===== config.mk =====
export PLATFORM = sky130hd
export DESIGN_NAME = fsmc_buf_arbiter_flat
export DESIGN_NICKNAME = d
export VERILOG_FILES = /design/src/rtl/fsmc_buf_arbiter_if.sv /design/src/rtl/fsmc_buf_arbiter.sv /design/src/flat_wrapper.sv
export SDC_FILE = /design/constraint.sdc
export NUM_CORES = 1
export LEC_CHECK = 0
export CAP_MARGIN = 20
export CORE_ASPECT_RATIO = 1.5
export CORE_MARGIN = 2
export CORE_UTILIZATION = 30
export DETAILED_ROUTE_END_ITERATION = 12
export PLACE_DENSITY = 0.56
export SLEW_MARGIN = 20
export SYNTH_ARGS = -nofsm -noshare
export SYNTH_HDL_FRONTEND = slang
export SYNTH_SLANG_ARGS = --single-unit

===== constraint.sdc =====
create_clock -name clk -period 2.3 [get_ports clk]
set_clock_uncertainty 0.2 [all_clocks]
set_input_delay 0.46 -clock clk [delete_from_list [all_inputs] [get_ports clk]]
set_output_delay 0.46 -clock clk [all_outputs]
set_load 0.02 [all_outputs]

===== src/rtl/fsmc_buf_arbiter_if.sv =====
// Bus bundle between the FSMC edge detectors / local requester and the buffer RAM.
// The arbiter uses the slave modport; the surrounding logic uses master.
interface fsmc_buf_arbiter_if #(
  parameter int AW = 9,
  parameter int DW = 16
);
  logic          h_wr;
  logic          h_rd;
  logic [1:0]    h_addr;
  logic [DW-1:0] h_wdata;
  logic [DW-1:0] h_rdata;
  logic [AW-1:0] h_ptr;
  logic          l_req;
  logic          l_we;
  logic [AW-1:0] l_addr;
  logic [DW-1:0] l_wdata;
  logic          l_gnt;
  logic          l_rvalid;
  logic [DW-1:0] l_rdata;
  logic          m_en;
  logic          m_we;
  logic [AW-1:0] m_addr;
  logic [DW-1:0] m_wdata;
  logic [DW-1:0] m_rdata;

  modport slave (
    input  h_wr, h_rd, h_addr, h_wdata, l_req, l_we, l_addr, l_wdata, m_rdata,
    output h_rdata, h_ptr, l_gnt, l_rvalid, l_rdata, m_en, m_we, m_addr, m_wdata
  );

  modport master (
    output h_wr, h_rd, h_addr, h_wdata, l_req, l_we, l_addr, l_wdata, m_rdata,
    input  h_rdata, h_ptr, l_gnt, l_rvalid, l_rdata, m_en, m_we, m_addr, m_wdata
  );
endinterface


===== src/rtl/fsmc_buf_arbiter.sv =====
// Shares the single-port FSMC buffer RAM between the host (absolute priority) and a local requester.
// Optional status register/counters are built only when FSMC_ARB_STATUS_EN is defined.
module fsmc_buf_arbiter #(
  parameter int AW = 9,
  parameter int DW = 16
) (
  input  logic               clk,
  input  logic               reset_l,
  fsmc_buf_arbiter_if.slave  bus
);

  logic          host_rd_ok, host_ram_wr, host_ram_rd, host_ram, local_gnt;
  logic          ptr_wr, stat_rd, ptr_rd;
  logic [AW-1:0] ptr_q, ptr_d;
  logic          m_en_q, m_en_d, m_we_q, m_we_d;
  logic [AW-1:0] m_addr_q, m_addr_d;
  logic [DW-1:0] m_wdata_q, m_wdata_d;
  logic          l_gnt_q;
  logic          hrd1_q, hrd2_q, lrd1_q, lrd2_q;
  logic          stat_rd_q, ptr_rd_q;
  logic          l_rvalid_q;
  logic [DW-1:0] l_rdata_q, l_rdata_d;
  logic [DW-1:0] h_rdata_q, h_rdata_d;
  logic [DW-1:0] status_w;

  // A simultaneous write wins; the colliding read is dropped.
  assign host_rd_ok  = bus.h_rd & ~bus.h_wr;
  assign host_ram_wr = bus.h_wr & (bus.h_addr == 2'b00);
  assign host_ram_rd = host_rd_ok & (bus.h_addr == 2'b00);
  assign host_ram    = host_ram_wr | host_ram_rd;
  assign ptr_wr      = bus.h_wr & bus.h_addr[1];
  assign stat_rd     = host_rd_ok & (bus.h_addr == 2'b01);
  assign ptr_rd      = host_rd_ok & bus.h_addr[1];
  // The requester updates l_req within the grant cycle, so every free cycle can be granted.
  assign local_gnt   = bus.l_req & ~host_ram;

  always_comb begin
    ptr_d     = ptr_q;
    m_en_d    = host_ram | local_gnt;
    m_we_d    = 1'b0;
    m_addr_d  = m_addr_q;
    m_wdata_d = m_wdata_q;
    if (ptr_wr)
      ptr_d = bus.h_wdata[AW-1:0];
    else if (host_ram)
      ptr_d = ptr_q + 1'b1;
    if (host_ram) begin
      m_we_d    = host_ram_wr;
      m_addr_d  = ptr_q;
      m_wdata_d = bus.h_wdata;
    end else if (local_gnt) begin
      m_we_d    = bus.l_we;
      m_addr_d  = bus.l_addr;
      m_wdata_d = bus.l_wdata;
    end
  end

  always_comb begin
    h_rdata_d = h_rdata_q;
    l_rdata_d = l_rdata_q;
    if (hrd2_q)
      h_rdata_d = bus.m_rdata;
    else if (stat_rd_q)
      h_rdata_d = status_w;
    else if (ptr_rd_q)
      h_rdata_d = DW'(ptr_q);
    if (lrd2_q)
      l_rdata_d = bus.m_rdata;
  end

  always_ff @(posedge clk or negedge reset_l) begin
    if (!reset_l) begin
      ptr_q      <= '0;
      m_en_q     <= 1'b0;
      m_we_q     <= 1'b0;
      m_addr_q   <= '0;
      m_wdata_q  <= '0;
      l_gnt_q    <= 1'b0;
      hrd1_q     <= 1'b0;
      hrd2_q     <= 1'b0;
      lrd1_q     <= 1'b0;
      lrd2_q     <= 1'b0;
      stat_rd_q  <= 1'b0;
      ptr_rd_q   <= 1'b0;
      l_rvalid_q <= 1'b0;
      l_rdata_q  <= '0;
      h_rdata_q  <= '0;
    end else begin
      ptr_q      <= ptr_d;
      m_en_q     <= m_en_d;
      m_we_q     <= m_we_d;
      m_addr_q   <= m_addr_d;
      m_wdata_q  <= m_wdata_d;
      l_gnt_q    <= local_gnt;
      hrd1_q     <= host_ram_rd;
      hrd2_q     <= hrd1_q;
      lrd1_q     <= local_gnt & ~bus.l_we;
      lrd2_q     <= lrd1_q;
      stat_rd_q  <= stat_rd;
      ptr_rd_q   <= ptr_rd;
      l_rvalid_q <= lrd2_q;
      l_rdata_q  <= l_rdata_d;
      h_rdata_q  <= h_rdata_d;
    end
  end

`ifdef FSMC_ARB_STATUS_EN
  logic [7:0] starv_q, starv_d;
  logic       ovl_q, ovl_d;
  logic [6:0] done_q, done_d;
  logic       starv_inc;

  assign starv_inc = bus.l_req & host_ram;

  // The clear lands on the same edge that loads the pre-clear value into h_rdata.
  always_comb begin
    starv_d = starv_q;
    if (stat_rd_q)
      starv_d = {7'd0, starv_inc};
    else if (starv_inc && (starv_q != 8'hFF))
      starv_d = starv_q + 8'd1;
    ovl_d  = (bus.h_wr & bus.h_rd) | (ovl_q & ~stat_rd_q);
    done_d = done_q + 7'(local_gnt & bus.l_we) + 7'(lrd2_q);
  end

  always_ff @(posedge clk or negedge reset_l) begin
    if (!reset_l) begin
      starv_q <= '0;
      ovl_q   <= 1'b0;
      done_q  <= '0;
    end else begin
      starv_q <= starv_d;
      ovl_q   <= ovl_d;
      done_q  <= done_d;
    end
  end

  assign status_w = DW'({starv_q, ovl_q, done_q});
`else
  assign status_w = '0;
`endif

  assign bus.h_rdata  = h_rdata_q;
  assign bus.h_ptr    = ptr_q;
  assign bus.l_gnt    = l_gnt_q;
  assign bus.l_rvalid = l_rvalid_q;
  assign bus.l_rdata  = l_rdata_q;
  assign bus.m_en     = m_en_q;
  assign bus.m_we     = m_we_q;
  assign bus.m_addr   = m_addr_q;
  assign bus.m_wdata  = m_wdata_q;

endmodule

===== src/flat_wrapper.sv =====
// flat-port wrapper written by rule: the top's interface ports become plain ports
module fsmc_buf_arbiter_flat 
#(
  parameter int AW = 9,
  parameter int DW = 16
)
  (clk, reset_l, bus_h_wr, bus_h_rd, bus_h_addr, bus_h_wdata, bus_l_req, bus_l_we, bus_l_addr, bus_l_wdata, bus_m_rdata, bus_h_rdata, bus_h_ptr, bus_l_gnt, bus_l_rvalid, bus_l_rdata, bus_m_en, bus_m_we, bus_m_addr, bus_m_wdata);
  fsmc_buf_arbiter_if #(.AW(AW), .DW(DW)) bus_i ();
  input  logic clk;
  input  logic reset_l;
  input wire logic [$bits(bus_i.h_wr)-1:0] bus_h_wr;
  input wire logic [$bits(bus_i.h_rd)-1:0] bus_h_rd;
  input wire logic [$bits(bus_i.h_addr)-1:0] bus_h_addr;
  input wire logic [$bits(bus_i.h_wdata)-1:0] bus_h_wdata;
  input wire logic [$bits(bus_i.l_req)-1:0] bus_l_req;
  input wire logic [$bits(bus_i.l_we)-1:0] bus_l_we;
  input wire logic [$bits(bus_i.l_addr)-1:0] bus_l_addr;
  input wire logic [$bits(bus_i.l_wdata)-1:0] bus_l_wdata;
  input wire logic [$bits(bus_i.m_rdata)-1:0] bus_m_rdata;
  output wire logic [$bits(bus_i.h_rdata)-1:0] bus_h_rdata;
  output wire logic [$bits(bus_i.h_ptr)-1:0] bus_h_ptr;
  output wire logic [$bits(bus_i.l_gnt)-1:0] bus_l_gnt;
  output wire logic [$bits(bus_i.l_rvalid)-1:0] bus_l_rvalid;
  output wire logic [$bits(bus_i.l_rdata)-1:0] bus_l_rdata;
  output wire logic [$bits(bus_i.m_en)-1:0] bus_m_en;
  output wire logic [$bits(bus_i.m_we)-1:0] bus_m_we;
  output wire logic [$bits(bus_i.m_addr)-1:0] bus_m_addr;
  output wire logic [$bits(bus_i.m_wdata)-1:0] bus_m_wdata;
  assign bus_i.h_wr = bus_h_wr;
  assign bus_i.h_rd = bus_h_rd;
  assign bus_i.h_addr = bus_h_addr;
  assign bus_i.h_wdata = bus_h_wdata;
  assign bus_i.l_req = bus_l_req;
  assign bus_i.l_we = bus_l_we;
  assign bus_i.l_addr = bus_l_addr;
  assign bus_i.l_wdata = bus_l_wdata;
  assign bus_i.m_rdata = bus_m_rdata;
  assign bus_h_rdata = bus_i.h_rdata;
  assign bus_h_ptr = bus_i.h_ptr;
  assign bus_l_gnt = bus_i.l_gnt;
  assign bus_l_rvalid = bus_i.l_rvalid;
  assign bus_l_rdata = bus_i.l_rdata;
  assign bus_m_en = bus_i.m_en;
  assign bus_m_we = bus_i.m_we;
  assign bus_m_addr = bus_i.m_addr;
  assign bus_m_wdata = bus_i.m_wdata;
  fsmc_buf_arbiter #(.AW(AW), .DW(DW)) u_core (.clk(clk), .reset_l(reset_l), .bus(bus_i));
endmodule

==> impl_metrics.toml <==
[worst_setup_path]
r2r_start = "u_core.bus.h_ptr[0]"
startpoint = "u_core.bus.h_ptr[3]"
worstPathArrival_ns = 1.55
r2r_end = "u_core.bus.h_ptr[6]"
crit_path_cell_trace = "clkdlybuf4s50_1"
reg2reg_slack_ns = 0.40
cpMaxStageDelayCell = "clkdlybuf4s50_1"
start_kind = "flop"
cpPeakStageDelay_ns = 0.68
end_kind = "output pin"
required_ns = 1.64
worst_r2r_path_depth = 5
cp_max_fo = 9
cp_top_family = "buffers and inverters"
cp_num_buf_inv = 1
crit_type = "flop to output pin"

[cells_and_area]
area_growth_pct = 59.7
n_antenna_cell = 0
fin_util_pct = 49.4
drive_gt1_share_pct = 12.8
finalNetCount = 498

[timing]
timing.fmax_ghz = 0.453
fin_crit_ns = 2.21
hold_viol_final = 0
worst_slew_pin_slew_ns = 0.717
slew_headroom_pct = 52.2
setup_viol = 0
drv_slew = 0
fin_crit_sh_pct = 96.0
grt_setup_unrepaired = "no"
tns_ns = 0

[clocking]
cts_root_buffer = "clkbuf_16"
cts_sinks = 76
htree_levels = 3
cts_hold_buffers = 1
ctsResizeCount = 0
cts_tree = "built"
max-clock-path-buffers = 2
clock_latency_ns = 0.34
clk_pin_slew_worst_paths_ns = 0.06
cts_made_buffers = 9
post-cts-setup-buffer-count = 0

[logic_synthesis]
ys_seq_area_share_pct = 58.1
ys_async_sr_fraction_pct = 100
postSynthCellCount = 287
yosysWarnings = 0
synth_cell_type_count = 34
synth_area_leaders = "dfrtp_1 (58%), mux2i_1 (10%), o21ai_0 (7.3%), nand2_1 (5.7%), mux2_2 (5.5%)"
synth_most_common_cell = "dfrtp_1"
synth.avg_cell_area_sq_um = 11.4
syn_area_sq_um = 3280
yosys.area.top_type = "dfrtp_1"
synth_fp_nets = 353
synth.top_cell.area_share_pct = 58.1
synth_edf_count = 0
synthTopCellsByCount = "dfrtp_1 (76), nand2_1 (50), o21ai_0 (48)"
synth_flop_cell = "dfrtp_1"
synth_seq_cells = 76

[floorplan]
die_h_um = 132
start_util_pct = 30.9
fp.dieW_um = 89.3
num_rows = 46
io_pins = 135
dieArea_sq_um = 11800
core_region_area_sq_um = 10600

[placed_design]
place_congestion = 0.743
dp.final_hpwl_um = 7030
numPortBuffers = 134

[routing]
top_layer_used = "met4"
routed_wl_um = 9320
firstDrtPassIters = 6
vias = 2707
ant_nets = 0
dr_wl_met2_um = 4760
wl_per_cell_um = 16.0
met3WireLength_um = 509
drtIter0Drc = 97
wl_met1_um = 3790
vias_per_cell = 4.66
drc = 0

[global_route]
grt_start_max_net_pins = 39
globalRoute.totalOverflow = 0
antenna_found_initial = 0
grt_pass1_vias = 2840
grt_usage_pct = 16.3
grt_pass1_wl_um = 14700

[pwr]
powerDensity_nw_per_um2 = 851
p_leak_nw = 2.19
ir_worst_vdd_mv = 0.342

[status]
outcome = "complete, no violations"

[job]
drv_cap = 0

[worst_hold_path]
min_to = "u_core.hrd2_q"
min-delay-start = "u_core.hrd1_q"
hold_path.class = "flop to flop"
min_delay_path_depth = 0
-- state kept, by name (all words and copies together), names as in the netlist --
signal               cells
u_core.bus.h_rdata      16
u_core.bus.l_rdata      16
u_core.bus.m_wdata      16
u_core.bus.h_ptr         9
u_core.bus.m_addr        9
u_core.bus.l_gnt         1
u_core.bus.l_rvalid      1
u_core.bus.m_en          1
u_core.bus.m_we          1
u_core.hrd1_q            1
u_core.hrd2_q            1
u_core.lrd1_q            1
u_core.lrd2_q            1
u_core.ptr_rd_q          1
u_core.stat_rd_q         1
-- per-stage QoR --
step | hold WS (ns) | power (mW) | cell area, sq um | setup slack (ns) | instances
2_1_floorplan | -0.0356 | 2.16 | 3280 | 0.532 | 287
3_3_place_gp | 0.132 | 2.81 | 4870 | 0.0430 | 564
3_5_place_dp | 0.136 | 2.83 | 4870 | 0.000856 | 564
4_1_cts | 0.149 | 4.51 | 5230 | 0.0965 | 581
5_1_grt | 0.168 | 4.65 | 5230 | 0.0682 | 581
6_report | 0.146 | 4.45 | 5230 | 0.0914 | 581
-- worst max path at each step --
stage	endpoint	slack (ns)	depth (start not counted)
after floorplan	u_core.bus.h_ptr[6]	0.53	5
after global placement	u_core.bus.h_ptr[5]	0.04	5
after detailed placement	u_core.bus.h_ptr[5]	0.0009	5
after CTS	bus_h_ptr[0]	0.1	1
after global routing	bus_h_ptr[3]	0.07	1
final	bus_h_ptr[3]	0.09	1
-- cell families after synthesis --
logic type | Yosys count | share of synthesized area (%)
buffers and inverters | 18 | 2.48
muxes | 50 | 15.9
DFF | 76 | 58.1
xor gates and xnor gates | 2 | 0.535
and+or+nand+nor | 80 | 11.6
AOI/OAI and AO/OA | 60 | 11.0
adders and majority gates | 1 | 0.382
-- layout make-up --
type	count	area [sq um]
inverter	1	3.75
multi-input combinational	193	1290
clock buffer	12	256
timing repair buffer	151	1500
clock inverter	4	95.1
sequential	76	1900
fill	1020	5360
tap	144	180
-- layout by cell type (no fill, tap or decap), types with 2 or more instances in the layout --
| cell | synthesis | final |
|---|---|---|
| clkdlybuf4s50_1 | 0 | 132 |
| xnor2_1 | 2 | 2 |
| nor3b_1 | 3 | 3 |
| nor3_1 | 3 | 3 |
| clkbuf_8 | 0 | 2 |
| nor2_1 | 5 | 5 |
| a221o_1 | 6 | 6 |
| buf_12 | 0 | 3 |
| clkbuf_16 | 0 | 9 |
| mux2_2 | 16 | 16 |
| bufinv_16 | 0 | 3 |
| buf_4 | 1 | 14 |
| dfrtp_1 | 76 | 76 |
| nand2_1 | 50 | 50 |
| mux2i_1 | 34 | 34 |
| a21bo_1 | 2 | 2 |
| and3_1 | 4 | 4 |
| o21ai_0 | 48 | 48 |
| nand3_1 | 3 | 3 |
-- where the power goes --
group          internal [mW]  switching (mW)
logic                  0.591           0.533
registers               1.53           0.139
clock network           1.12           0.542
total                   3.24            1.21
-- per-layer routing --
layer,up-vias,track usage (%)
met1,1281,19.2
li1,1296,-
met4,0,7.38
met5,-,0
met3,18,3.51
met2,112,27.7
Note: power is estimated with default switching activity, not from simulation.
